<file path="config.mk">
export PLATFORM = sky130hd
export DESIGN_NAME = vip_cti_mode_switch_ctrl
export DESIGN_NICKNAME = d
export VERILOG_FILES = /design/src/rtl/vip_cti_mode_switch_ctrl_pkg.sv /design/src/rtl/vip_cti_mode_table.sv /design/src/rtl/vip_cti_mode_switch_ctrl.sv
export SDC_FILE = /design/constraint.sdc
export NUM_CORES = 1
export LEC_CHECK = 0
export CORE_MARGIN = 1.5
export CORE_UTILIZATION = 32
export DETAILED_ROUTE_END_ITERATION = 8
export SETUP_SLACK_MARGIN = 0.2
export SYNTH_ARGS = -nofsm -noshare
export SYNTH_HDL_FRONTEND = slang
export SYNTH_SLANG_ARGS = --single-unit
</file>
<file path="constraint.sdc">
create_clock -name clk -period 8.4 [get_ports clk]
set_clock_uncertainty 0.15 [all_clocks]
set_input_delay 1.26 -clock clk [delete_from_list [all_inputs] [get_ports clk]]
set_output_delay 1.26 -clock clk [all_outputs]
set_load 0.01 [all_outputs]
</file>
<file path="src/rtl/vip_cti_mode_switch_ctrl_pkg.sv">
// vip_cti_mode_switch_ctrl_pkg: shared widths, state encoding and mode-table record
package vip_cti_mode_switch_ctrl_pkg;
  localparam int H_W = 14;
  localparam int V_W = 13;
  typedef enum logic [2:0] {
    ST_IDLE,
    ST_LOAD,
    ST_SETTLE,
    ST_RUN,
    ST_WAIT_EOF
  } state_t;
  typedef struct packed {
    logic [H_W-1:0] h_total;
    logic [V_W-1:0] v_total;
    logic [H_W-1:0] h_reset;
    logic [V_W-1:0] v_reset;
    logic           valid;
  } mode_entry_t;
endpackage

</file>
<file path="src/rtl/vip_cti_mode_table.sv">
// vip_cti_mode_table: mode register array with one write port, combinational read and per-entry valid bits
module vip_cti_mode_table
  import vip_cti_mode_switch_ctrl_pkg::*;
#(
  parameter int NUM_MODES      = 4,
  parameter int LOG2_NUM_MODES = 2
) (
  input  logic                      clk,
  input  logic                      rst_n,
  input  logic                      i_wr,
  input  logic [LOG2_NUM_MODES-1:0] i_waddr,
  input  mode_entry_t               i_wdata,
  input  logic [LOG2_NUM_MODES-1:0] i_raddr,
  output mode_entry_t               o_rdata,
  output logic [NUM_MODES-1:0]      o_valid
);
  mode_entry_t r_tab [NUM_MODES];
  always_ff @(posedge clk or negedge rst_n) begin
    if (!rst_n) begin
      for (int i = 0; i < NUM_MODES; i++) r_tab[i] <= '0;
    end else if (i_wr) begin
      r_tab[i_waddr]       <= i_wdata;
      r_tab[i_waddr].valid <= 1'b1;
    end
  end
  assign o_rdata = r_tab[i_raddr];
  always_comb begin
    o_valid = '0;
    for (int i = 0; i < NUM_MODES; i++) o_valid[i] = r_tab[i].valid;
  end
endmodule

</file>
<file path="src/rtl/vip_cti_mode_switch_ctrl.sv">
// vip_cti_mode_switch_ctrl: accepts mode-change requests and applies them to the frame counter
// only at a frame boundary, via a one-cycle sclr followed by a settle hold.
module vip_cti_mode_switch_ctrl
  import vip_cti_mode_switch_ctrl_pkg::*;
#(
  parameter int NUM_MODES        = 4,
  parameter int LOG2_NUM_MODES   = 2,
  parameter int SETTLE_CYCLES    = 16,
  parameter int TOTALS_MINUS_ONE = 0
) (
  input  logic                      clk,
  input  logic                      rst_n,
  input  logic                      cfg_wr,
  input  logic [LOG2_NUM_MODES-1:0] cfg_addr,
  input  logic [H_W-1:0]            cfg_h_total,
  input  logic [H_W-1:0]            cfg_h_reset,
  input  logic [V_W-1:0]            cfg_v_total,
  input  logic [V_W-1:0]            cfg_v_reset,
  input  logic                      mode_req_valid,
  input  logic [LOG2_NUM_MODES-1:0] mode_req_id,
  output logic                      mode_req_ready,
  input  logic                      run,
  input  logic                      fc_new_line,
  input  logic [V_W-1:0]            fc_v_count,
  output logic                      fc_sclr,
  output logic                      fc_enable,
  output logic [H_W-1:0]            fc_h_total,
  output logic [H_W-1:0]            fc_h_reset,
  output logic [V_W-1:0]            fc_v_total,
  output logic [V_W-1:0]            fc_v_reset,
  output logic [LOG2_NUM_MODES-1:0] active_mode,
  output logic                      busy,
  output logic                      done,
  output logic                      req_err
);
  localparam int CNT_W = $clog2(SETTLE_CYCLES + 1);
  state_t                    r_state, w_next;
  logic [CNT_W-1:0]          r_cnt;
  logic [LOG2_NUM_MODES-1:0] r_pending_id, r_active, w_load_id;
  logic [NUM_MODES-1:0]      w_valid;
  mode_entry_t               w_wr_entry, w_rd_entry;
  logic [V_W-1:0]            w_v_total_int;
  logic                      w_accept, w_req_hit, w_eof, w_settled;
  logic                      r_done, r_req_err;
  logic [H_W-1:0]            r_fc_h_total, r_fc_h_reset;
  logic [V_W-1:0]            r_fc_v_total, r_fc_v_reset;

  assign w_wr_entry = '{h_total: cfg_h_total, v_total: cfg_v_total,
                        h_reset: cfg_h_reset, v_reset: cfg_v_reset, valid: 1'b1};

  vip_cti_mode_table #(
    .NUM_MODES      (NUM_MODES),
    .LOG2_NUM_MODES (LOG2_NUM_MODES)
  ) u_table (
    .clk     (clk),
    .rst_n   (rst_n),
    .i_wr    (cfg_wr),
    .i_waddr (cfg_addr),
    .i_wdata (w_wr_entry),
    .i_raddr (w_load_id),
    .o_rdata (w_rd_entry),
    .o_valid (w_valid)
  );

  assign mode_req_ready = r_state == ST_IDLE || r_state == ST_RUN;
  assign w_accept       = mode_req_valid && mode_req_ready;
  assign w_req_hit      = w_accept && w_valid[mode_req_id];
  // Frame-end compare always tracks the mode currently applied to the counter
  assign w_v_total_int  = TOTALS_MINUS_ONE != 0 ? r_fc_v_total : r_fc_v_total - V_W'(1);
  assign w_eof          = fc_enable && fc_new_line && fc_v_count >= w_v_total_int;
  assign w_settled      = r_cnt == '0;
  assign w_load_id      = r_state == ST_IDLE ? mode_req_id : r_pending_id;

  always_comb begin
    w_next = r_state;
    case (r_state)
      ST_IDLE:     if (w_req_hit) w_next = ST_LOAD;
      ST_LOAD:     w_next = ST_SETTLE;
      ST_SETTLE:   if (w_settled) w_next = ST_RUN;
      ST_RUN:      if (w_req_hit) w_next = ST_WAIT_EOF;
      ST_WAIT_EOF: if (w_eof) w_next = ST_LOAD;
      default:     w_next = ST_IDLE;
    endcase
  end

  always_ff @(posedge clk or negedge rst_n) begin
    if (!rst_n) begin
      r_state      <= ST_IDLE;
      r_cnt        <= '0;
      r_pending_id <= '0;
      r_active     <= '0;
      r_done       <= 1'b0;
      r_req_err    <= 1'b0;
      r_fc_h_total <= '0;
      r_fc_h_reset <= '0;
      r_fc_v_total <= '0;
      r_fc_v_reset <= '0;
    end else begin
      r_state   <= w_next;
      r_done    <= r_state == ST_SETTLE && w_settled;
      r_req_err <= w_accept && !w_valid[mode_req_id];
      if (r_state == ST_LOAD) r_cnt <= CNT_W'(SETTLE_CYCLES - 1);
      else if (r_state == ST_SETTLE) r_cnt <= r_cnt - CNT_W'(1);
      if (r_state == ST_RUN && w_req_hit) r_pending_id <= mode_req_id;
      if (w_next == ST_LOAD) begin
        r_active     <= w_load_id;
        r_fc_h_total <= w_rd_entry.h_total;
        r_fc_h_reset <= w_rd_entry.h_reset;
        r_fc_v_total <= w_rd_entry.v_total;
        r_fc_v_reset <= w_rd_entry.v_reset;
      end
    end
  end

  assign fc_sclr     = r_state == ST_LOAD;
  assign fc_enable   = (r_state == ST_RUN || r_state == ST_WAIT_EOF) && run;
  assign busy        = !mode_req_ready;
  assign done        = r_done;
  assign req_err     = r_req_err;
  assign active_mode = r_active;
  assign fc_h_total  = r_fc_h_total;
  assign fc_h_reset  = r_fc_h_reset;
  assign fc_v_total  = r_fc_v_total;
  assign fc_v_reset  = r_fc_v_reset;
endmodule

</file>
==> impl_metrics.csv <==
group,metric,value,unit
outcome,status,"complete, no violations",
routing,wl_per_cell,17.4,um
clock_tree,cts_buffer_depth,3,
worst_setup_path,startpoint,"fc_v_total[3]",
final_layout,nets,1234,
sta,fin_setup_tns,0,ns
floorplanning,dieArea,42100,sq um
clock_tree,numCtsBuffers,34,
final_layout,areaGrowthSynthToFinish,23.4,%
logic_synthesis,syn_inst,1019,
sta,fin_crit,4.56,ns
global_routing,grt_pass1_vias,8611,
clock_tree,cts_hold_buf,0,
sta,finalSetupViolations,0,
sta,timing.final.crit_share,54.2,%
routing,drt_iter0_markers,393,
sta,fmax,0.219,GHz
worst_setup_path,endpoint,"fc_v_reset[4]",
logic_synthesis,yosysSeqAreaShare,55.2,%
sta,rsz0062_at_grt,"no",
logic_synthesis,synth.distinct_cells,44,
clock_tree,postCtsSetupBuffers,0,
logic_synthesis,yosysTopAreaCell,"dfrtp_1",
clock_tree,cts-resized-gates,0,
logic_synthesis,ys.warnings.count,0,
routing,vias,8409,
worst_setup_path,crit_fanout,56,
logic_synthesis,synth_edf_count,0,
worst_setup_path,worstSetupPathType,"flip-flop to flip-flop",
final_layout,drive_above_1_share,29.9,%
global_routing,track_usage,14.3,%
clock_tree,clockRootBuffer,"clkbuf_16",
logic_synthesis,synth_top_cell_area_share,55.2,%
routing,drc,0,
floorplanning,floorplan.initialDensity,32.7,%
worst_setup_path,cp-start-kind,"flip-flop",
logic_synthesis,synth_area_per_cell,12.8,sq um
logic_synthesis,yosysMostFrequentCell,"dfrtp_1",
worst_setup_path,r2r-start,"fc_v_total[3]",
clock_tree,clkLatencyLatePin,0.51,ns
placement,place_congestion,0.828,
power_and_ir_drop,leakagePower,6.69,nW
worst_setup_path,cp.arrival,4.80,ns
final_layout,multiInputGateArea,5590,sq um
clock_tree,cts_tree,"yes",
logic_synthesis,synthesis.nets,1111,
sta,slew_headroom,22.8,%
sta,final_hold_viol_count,0,
worst_setup_path,r2r_slack,3.84,ns
routing,drtPass1Iterations,4,
logic_synthesis,synthFlopType,"dfrtp_1",
logic_synthesis,yosys-top-cells-count,"288 x dfrtp_1, 233 x mux2_2, 126 x nand2_1, 55 x a211oi_1",
clock_tree,clock_tree.htree_level_count,2,
logic_synthesis,async_flop_share,100,%
global_routing,grt_pass1_wl,47600,um
routing,routed_wl,29400,um
final_layout,nFillCells,3868,
final_layout,register_area,7210,sq um
placement,portBuffers,138,
routing,ant_nets,0,
logic_synthesis,syn_area,13100,sq um
final_layout,fin_cells,1692,
placement,dp.cells,1631,
clock_tree,clk_pin_slew,0.06,ns
floorplanning,pin_count,139,
run,drv_cap,0,
power_and_ir_drop,power.density,347,nW/um^2
sta,worst_slew_pin_slew,1.16,ns
worst_setup_path,critPathRequiredTime,8.65,ns
logic_synthesis,ys_ff_latch,288,
global_routing,grt_max_degree,157,
logic_synthesis,synth_area_leaders,"dfrtp_1 55%, mux2_2 20%, mux2_4 4.4%, nand2_1 3.6%, a211oi_1 3.2%",
floorplanning,die_width,205,um
worst_hold_path,min_path_type,"flip-flop to flip-flop",
sta,maxSlewViolCount,0,
clock_tree,cts.sinks,288,
floorplanning,core,40000,sq um
worst_setup_path,endpoint_kind,"flip-flop",
placement,dpl.hpwl,16600,um
floorplanning,die_y,205,um
global_routing,antenna_found_initial,3,
global_routing,grt-ovfl-total,0,
worst_setup_path,timing.rr.end,"fc_v_reset[4]",
worst_setup_path,r2r_cells,12,
routing,via_per_inst,4.97,
power_and_ir_drop,vdd_drop_max,0.268,mV
floorplanning,floorplan.rows,73,
## final cells by class
type | instances | share of cell area [%]
clock buffer | 52 | 6.45
clock inverter | 8 | 0.753
antenna | 1 | 0.0155
sequential | 288 | 44.7
timing repair buffer | 149 | 9.19
multi-input combinational | 661 | 34.6
inverter | 8 | 0.186
tap | 525 | 4.07
## worst max-delay path, stage by stage (launching register included)
cell      delay, ns
dfrtp_1        0.45
or4_1          0.56
or4_1          0.46
or2_1          0.24
nor2_1         0.13
xnor2_1        0.08
ha_1           0.29
nand4_1        0.12
nand2b_1       0.21
o31a_2         0.32
o31ai_4        0.06
buf_4          0.90
mux2_2         0.42
## report_power, final
group          internal, mW  switching [mW]  leakage, nW  total [mW]
Combinational          1.06            1.03         2.72        2.09
Clock                 0.944           0.573        0.570        1.52
Sequential             1.75           0.233         3.40        1.98
## routing by layer
metal  GRT usage [%]  wire length (um)  vias up
met1            19.6             13900     4348
met2            23.0             13600      144
met4            3.57               519        2
met3            3.13              1400       39
li1                -                 -     3876
met5               0                17        -
## placed cells by master, fill, tap and decap left out, drive strengths merged, types with 12 or more instances in the layout
cell	Yosys	final
a211oi	55	55
a31oi	52	52
and2	53	53
buf	18	12
clkbuf	44	52
clkdlybuf4s50	0	137
dfrtp	288	288
ha	15	15
mux2	272	272
nand2	127	127
## sequential cells by signal, indices dropped and copies added (netlist names), 2 cells and up
name             cells
r_cnt                5
r_state              3
u_table.o_valid      4
r_pending_id         2
active_mode          2
fc_v_total          13
fc_h_total          14
fc_h_reset          14
fc_v_reset          13
u_table.r_tab      216
## cell families (layout without fill, tap and decap cells)
group / Yosys count / in the layout / share of synthesized area [%]
compound gates: 128 / 128 / 6.64
other cells: 0 / 1 / 0
xor+xnor: 13 / 13 / 0.871
fa+ha+maj: 15 / 15 / 1.44
simple gates: 227 / 227 / 8.33
buf+inv: 70 / 217 / 2.42
mux: 278 / 278 / 25.1
flops: 288 / 288 / 55.2
## metrics by stage
| stage | setup slack (ns) | hold slack (ns) | power, mW | instance area (sq um) | utilization (%) |
|---|---|---|---|---|---|
| 3_3_place_gp | 3.90 | 0.295 | 4.09 | 15000 | 37.4 |
| 2_1_floorplan | 4.74 | 0.279 | 3.36 | 13100 | - |
| 3_5_place_dp | 3.82 | 0.298 | 4.13 | 15000 | 37.4 |
| 6_report | 3.84 | 0.311 | 5.59 | 16100 | 40.3 |
| 5_1_grt | 3.65 | 0.341 | 5.96 | 16100 | 40.3 |
| 4_1_cts | 3.80 | 0.311 | 5.68 | 16100 | 40.3 |
## how the worst min path moves through the flow
| stage | endpoint | slack [ns] | cells past startpoint | from |
|---|---|---|---|---|
| 3_3_place_gp | u_table.o_valid[3] | 0.30 | 1 | u_table.o_valid[3] |
| 3_5_place_dp | u_table.o_valid[2] | 0.30 | 1 | u_table.o_valid[2] |
| 5_1_grt | u_table.o_valid[0] | 0.34 | 1 | u_table.o_valid[0] |
| 2_1_floorplan | u_table.o_valid[2] | 0.28 | 1 | u_table.o_valid[2] |
| 4_1_cts | u_table.o_valid[2] | 0.31 | 1 | u_table.o_valid[2] |
| 6_report | u_table.o_valid[2] | 0.31 | 1 | u_table.o_valid[2] |
(Power assumes the default switching activity.)
